[src/rtl/sha_const_reader.sv]
`default_nettype none
// ============================================================================
// Module      : sha_const_reader
// Description : Fetches single words or bursts of up to 8 SHA-256 constants
//               from four byte-wide RAM banks and streams the 32-bit words out.
// Revision    : 1.0 - initial release
// ============================================================================
module sha_const_reader #(
    parameter int WORDS  = 72,
    parameter int AW     = 7,
    parameter int RD_LAT = 1
) (
    input  logic          CLK,
    input  logic          RST_N,
    input  logic          MEM_READY,
    input  logic          REQ,
    input  logic [AW-1:0] ADDR,
    input  logic [3:0]    LEN,
    output logic          READY,
    output logic          RAM_RE,
    output logic [AW-1:0] RAM_ADDR,
    input  logic [7:0]    RAM_DOUT_1,
    input  logic [7:0]    RAM_DOUT_2,
    input  logic [7:0]    RAM_DOUT_3,
    input  logic [7:0]    RAM_DOUT_4,
    output logic [31:0]   DATA,
    output logic          DATA_VALID,
    output logic          LAST,
    output logic          ERR
);

    localparam logic [AW:0] WORDS_LIM = (AW+1)'(WORDS);

    typedef enum logic [1:0] {
        ST_IDLE  = 2'd0,
        ST_ISSUE = 2'd1,
        ST_DRAIN = 2'd2
    } state_t;

    state_t              state_q, state_d;
    logic                ram_re_q, ram_re_d;
    logic [AW-1:0]       ram_addr_q, ram_addr_d;
    logic [2:0]          cnt_q, cnt_d;
    logic [RD_LAT-1:0]   pipe_re_q, pipe_re_d;
    logic [RD_LAT-1:0]   pipe_last_q, pipe_last_d;
    logic [31:0]         data_q, data_d;
    logic                dv_q, dv_d;
    logic                last_q, last_d;
    logic                err_q, err_d;

    logic [AW:0]         req_end;
    logic                req_legal;
    logic                accept;
    logic                issue_last;
    logic                tail_re;
    logic                tail_last;

    // End index is formed one bit wider than ADDR so ADDR+LEN cannot wrap.
    assign req_end    = {1'b0, ADDR} + (AW+1)'(LEN);
    assign req_legal  = (LEN != 4'd0) && (LEN <= 4'd8) && (req_end <= WORDS_LIM);
    assign READY      = MEM_READY && (state_q == ST_IDLE);
    assign accept     = REQ && READY;
    assign issue_last = ram_re_q && (cnt_q == 3'd0);
    assign tail_re    = pipe_re_q[RD_LAT-1];
    assign tail_last  = pipe_last_q[RD_LAT-1];

    always_comb begin
        state_d     = state_q;
        ram_re_d    = 1'b0;
        ram_addr_d  = ram_addr_q;
        cnt_d       = cnt_q;
        err_d       = 1'b0;
        pipe_re_d   = '0;
        pipe_last_d = '0;
        data_d      = data_q;
        dv_d        = tail_re;
        last_d      = tail_re && tail_last;

        // Slot 0 captures the read the RAM samples on this edge.
        pipe_re_d[0]   = ram_re_q;
        pipe_last_d[0] = issue_last;
        for (int i = 1; i < RD_LAT; i++) begin
            pipe_re_d[i]   = pipe_re_q[i-1];
            pipe_last_d[i] = pipe_last_q[i-1];
        end

        if (tail_re) begin
            data_d = {RAM_DOUT_1, RAM_DOUT_2, RAM_DOUT_3, RAM_DOUT_4};
        end

        case (state_q)
            ST_IDLE: begin
                if (accept) begin
                    if (req_legal) begin
                        state_d    = ST_ISSUE;
                        ram_re_d   = 1'b1;
                        ram_addr_d = ADDR;
                        cnt_d      = LEN[2:0] - 3'd1;
                    end else begin
                        err_d = 1'b1;
                    end
                end
            end
            ST_ISSUE: begin
                if (cnt_q == 3'd0) begin
                    state_d = ST_DRAIN;
                end else begin
                    ram_re_d   = 1'b1;
                    ram_addr_d = ram_addr_q + AW'(1);
                    cnt_d      = cnt_q - 3'd1;
                end
            end
            ST_DRAIN: begin
                if (tail_re && tail_last) begin
                    state_d = ST_IDLE;
                end
            end
            default: begin
                state_d = ST_IDLE;
            end
        endcase

        // Loss of MEM_READY mid-transfer discards everything still in flight.
        if ((state_q != ST_IDLE) && !MEM_READY) begin
            state_d     = ST_IDLE;
            ram_re_d    = 1'b0;
            pipe_re_d   = '0;
            pipe_last_d = '0;
            dv_d        = 1'b0;
            last_d      = 1'b0;
            data_d      = data_q;
            err_d       = 1'b1;
        end
    end

    always_ff @(posedge CLK or negedge RST_N) begin
        if (!RST_N) begin
            state_q     <= ST_IDLE;
            ram_re_q    <= 1'b0;
            ram_addr_q  <= '0;
            cnt_q       <= 3'd0;
            pipe_re_q   <= '0;
            pipe_last_q <= '0;
            data_q      <= 32'd0;
            dv_q        <= 1'b0;
            last_q      <= 1'b0;
            err_q       <= 1'b0;
        end else begin
            state_q     <= state_d;
            ram_re_q    <= ram_re_d;
            ram_addr_q  <= ram_addr_d;
            cnt_q       <= cnt_d;
            pipe_re_q   <= pipe_re_d;
            pipe_last_q <= pipe_last_d;
            data_q      <= data_d;
            dv_q        <= dv_d;
            last_q      <= last_d;
            err_q       <= err_d;
        end
    end

    assign RAM_RE     = ram_re_q;
    assign RAM_ADDR   = ram_addr_q;
    assign DATA       = data_q;
    assign DATA_VALID = dv_q;
    assign LAST       = last_q;
    assign ERR        = err_q;

endmodule
`default_nettype wire

[config.mk]
export PLATFORM = sky130hd
export DESIGN_NAME = sha_const_reader
export DESIGN_NICKNAME = d
export VERILOG_FILES = /design/src/rtl/sha_const_reader.sv
export SDC_FILE = /design/constraint.sdc
export NUM_CORES = 1
export LEC_CHECK = 0
export ABC_AREA = 1
export BUFFER_PORTS_ARGS = -buffer_cell sky130_fd_sc_hd__buf_4
export CORE_UTILIZATION = 30
export CTS_CLUSTER_DIAMETER = 150
export DETAILED_ROUTE_END_ITERATION = 8
export GPL_ROUTABILITY_DRIVEN = 0
export PLACE_DENSITY = 0.52
export SETUP_SLACK_MARGIN = 0.5
export SKIP_CTS_REPAIR_TIMING = 1
export SLEW_MARGIN = 20
export SYNTH_ARGS = -nofsm -noshare
export SYNTH_HDL_FRONTEND = slang
export SYNTH_SLANG_ARGS = --single-unit
[constraint.sdc]
create_clock -name CLK -period 4 [get_ports CLK]
set_clock_uncertainty 0.1 [all_clocks]
set_input_delay 0.8 -clock CLK [delete_from_list [all_inputs] [get_ports CLK]]
set_output_delay 0.8 -clock CLK [all_outputs]
set_load 0.01 [all_outputs]
==> PnR_summary.wiki <==
{| class="wikitable"
! Metric !! Value
|-
| N_diodes || 0
|-
| Peak supply drop || 256 uV
|-
| Count of final max-slew check failures || 0
|-
| Combinational family with the most area after synthesis || simple AND/OR/NAND/NOR gates
|-
| Leakage power figure || 1.81 nW
|-
| Launch point of the worst reg-to-reg path || state_q[1]
|-
| Largest fanout on the critical path || 13
|-
| Final setup violation count || 0
|-
| Clock slew at the register clock pins of the worst setup and hold paths || 0.09 ns
|-
| Number of enable flip-flop cells after synthesis || 0
|-
| Post-route core utilization || 42.0%
|-
| Actual transition at the worst max-transition pin || 0.980 ns
|-
| Total die area || 8300 um^2
|-
| Crit-path most repeated cell || nand2_1
|-
| Fraction of final layout cells sized beyond drive strength 1 || 27.3%
|-
| Reg-to-reg setup timing slack || 1.76 ns
|-
| Simple logic cell fraction of the synthesized area || 31.5%
|-
| Placeable core region || 7690 um^2
|-
| Setup repair after global routing missed its margin || false
|-
| Synthesis warning total || 0
|-
| Initial standard-cell utilization of the core || 31.0%
|-
| Worst hold path stage count || 2
|-
| Achievable clock frequency || 385 MHz
|-
| Global-route wire length before repair || 9.38 mm
|-
| Vias/cell || 4.38
|-
| Syn Std Cell Area || 2380 um^2
|-
| Post-Route WL || 5.65 mm
|-
| Final nets || 439
|-
| H-tree depth reported by CTS || 2
|-
| Top FF cell, synth || dfrtp_1
|-
| Max Cap Violations || 0
|-
| Mean Syn Cell Area || 8.08 um^2
|-
| Biggest area contributors in the synthesized netlist || dfrtp_1 (53%), nand2_1 (24%), nand3_1 (4.0%)
|-
| Cell breakdown of the critical path || buf_4 > ha_1 > fa_1 > nor2_1 > o21ai_2 > nand3_1 > nand2_1 > a21oi_2 > nand3_2 > nand2_2 > nand2_1 > nand2_1
|-
| Worst hold path class || register to register
|-
| Average routed wire per standard cell || 11.6 um
|-
| Worst setup path startpoint || ADDR[0]
|-
| HPWL after detailed placement || 4.06 mm
|-
| Critical path startpoint category || input pin
|-
| R2R cell count || 8
|-
| Number of global-route vias before repair || 1904
|-
| Final number of hold-violating endpoints || 0
|-
| Worst setup path endpoint || RAM_ADDR[5]
|-
| Maximum number of pins on one net before global-route repair || 51
|-
| Adder-cell share of the synthesized area || 3.99%
|-
| Largest buffer count on any clock path || 2
|-
| Number of cells produced by synthesis || 295
|-
| Die extent in y || 91.1 um
|-
| IO Port Bufs || 90
|-
| Detailed Route Iter0 Violations || 78
|-
| Drt pass-1 iters || 7
|-
| Areal power density over the cells || 680 nW/um^2
|-
| Critical path data required time || 4.14 ns
|-
| Arrival time reported for the critical path endpoint || 2.74 ns
|-
| CTS root buf || clkbuf_8
|-
| Via count of the routed design || 2131
|-
| Yosys cell types || 26
|-
| Capturing element type of the critical path || register
|-
| Dominant cell by count in the synthesized netlist || nand2_1
|-
| Area Overhead vs Synth || 35.7%
|-
| Area leader, netlist || dfrtp_1
|-
| FF+latch count, synth || 50
|-
| Total number of clock tree sinks || 50
|-
| FFs w/ async S/R, synth || 100%
|-
| Worst max-slew margin expressed relative to the limit || 34.6%
|-
| Latest clock arrival within the worst-skew pair || 0.30 ns
|-
| Post-detailed-route DRC marker count || 0
|-
| Share of the synthesized area in the top cell type || 52.5%
|-
| Crit path time final || 2.60 ns
|-
| Result of the run || finished clean
|-
| Commonest cells post-synth || nand2_1 (150), dfrtp_1 (50), nand3_1 (19)
|-
| Floorplan row count || 32
|-
| Die Width || 91.1 um
|-
| TritonCTS clock tree || done
|-
| Top-level port count || 91
|-
| Post-synthesis compound-gate area fraction || 3.99%
|-
| Post-DRT Antenna Nets || 0
|-
| Fraction of synthesized cell area in xor and xnor cells || 2.21%
|-
| Crit path largest cell delay || 0.43 ns
|-
| Global routing usage summed across all routing layers || 14.2%
|-
| TNS Setup || 0 ns
|-
| Multiplexer fraction of the synthesized cell area || 0.840%
|-
| Slowest stage cell on the critical path || fa_1
|-
| Sequential cell area fraction in the yosys report || 52.5%
|-
| Total CTS buffers || 5
|-
| Terminus of the critical flop-to-flop path || DATA[25]
|-
| Global-route congestion overflow total || 0
|-
| Synthesized netlist net count || 349
|-
| Ratio of final minimum period to clock period || 65.0%
|-
| Antenna violations before repair || 0
|-
| Worst setup path class || input pin to register
|}
-- routing by layer --
layer	vias up	part of all wire, %	track usage [%]
li1	1094	-	-
met1	953	49	20.2
met2	78	44	21.7
met3	6	6.6	3.35
met4	0	0.60	3.97
met5	-	0	0
-- per-stage QoR --
| stage | cells | setup slack, ns | hold WS, ns | instance area [um^2] | power (mW) |
|---|---|---|---|---|---|
| after global placement | 480 | 1.17 | 0.363 | 3150 | 1.93 |
| final | 487 | 1.40 | 0.387 | 3230 | 2.20 |
| after CTS | 487 | 1.39 | 0.391 | 3230 | 2.23 |
| after floorplan | 295 | 1.54 | 0.376 | 2380 | 1.45 |
| after global routing | 487 | 1.20 | 0.407 | 3230 | 2.39 |
| after detailed placement | 480 | 1.07 | 0.366 | 3150 | 1.94 |
-- layout by cell type (no fill, tap or decap), types with 2 or more instances in the layout --
master / count
nand2_1: 150
nor2_1: 9
mux2i_1: 2
inv_1: 17
buf_4: 92
ha_1: 6
o21ai_2: 2
xnor2_1: 2
nand3_1: 19
o21ai_0: 6
clkbuf_8: 5
a21oi_1: 5
xor2_1: 4
dfrtp_1: 50
nor3_1: 3
-- power by group --
group	internal, mW	switching (mW)
clock	0.121	0.164
sequential	0.731	0.150
combinational	0.476	0.555
-- worst min path at each step --
stage / startpoint / slack (ns) / end
after floorplan: cnt_q[0] / 0.38 / cnt_q[0]
after global placement: DATA[6] / 0.36 / DATA[6]
after detailed placement: DATA[7] / 0.37 / DATA[7]
after CTS: DATA[7] / 0.39 / DATA[7]
after global routing: DATA[8] / 0.41 / DATA[8]
final: DATA[7] / 0.39 / DATA[7]
-- critical path, delay by kind of cell --
family,cells,cell delay (ns)
adder cells (fa/ha/maj),2,0.64
buffers and inverters,1,0.11
AND/OR/NAND/NOR,7,0.95
AO/OA/AOI/OAI,2,0.22
-- kinds of logic after synthesis --
logic type	after synthesis
simple gates	187
xor+xnor	6
flops	50
fa+ha+maj	7
mux	2
compound gates	16
buf+inv	27
-- sequential cells by signal, summed over array words and instances (netlist names) --
name         count
DATA_VALID       1
pipe_last_q      1
RAM_ADDR         7
LAST             1
RAM_RE           1
ERR              1
DATA            32
cnt_q            3
pipe_re_q        1
state_q          2
-- cell type report --
class	count	area (um^2)
timing repair buffer	92	691
multi-input combinational	218	1010
tap	102	128
clock buffer	5	68.8
inverter	18	67.6
sequential	50	1250
fill	820	4460
clock inverter	2	13.8
Note: power is estimated with default switching activity, not from simulation.
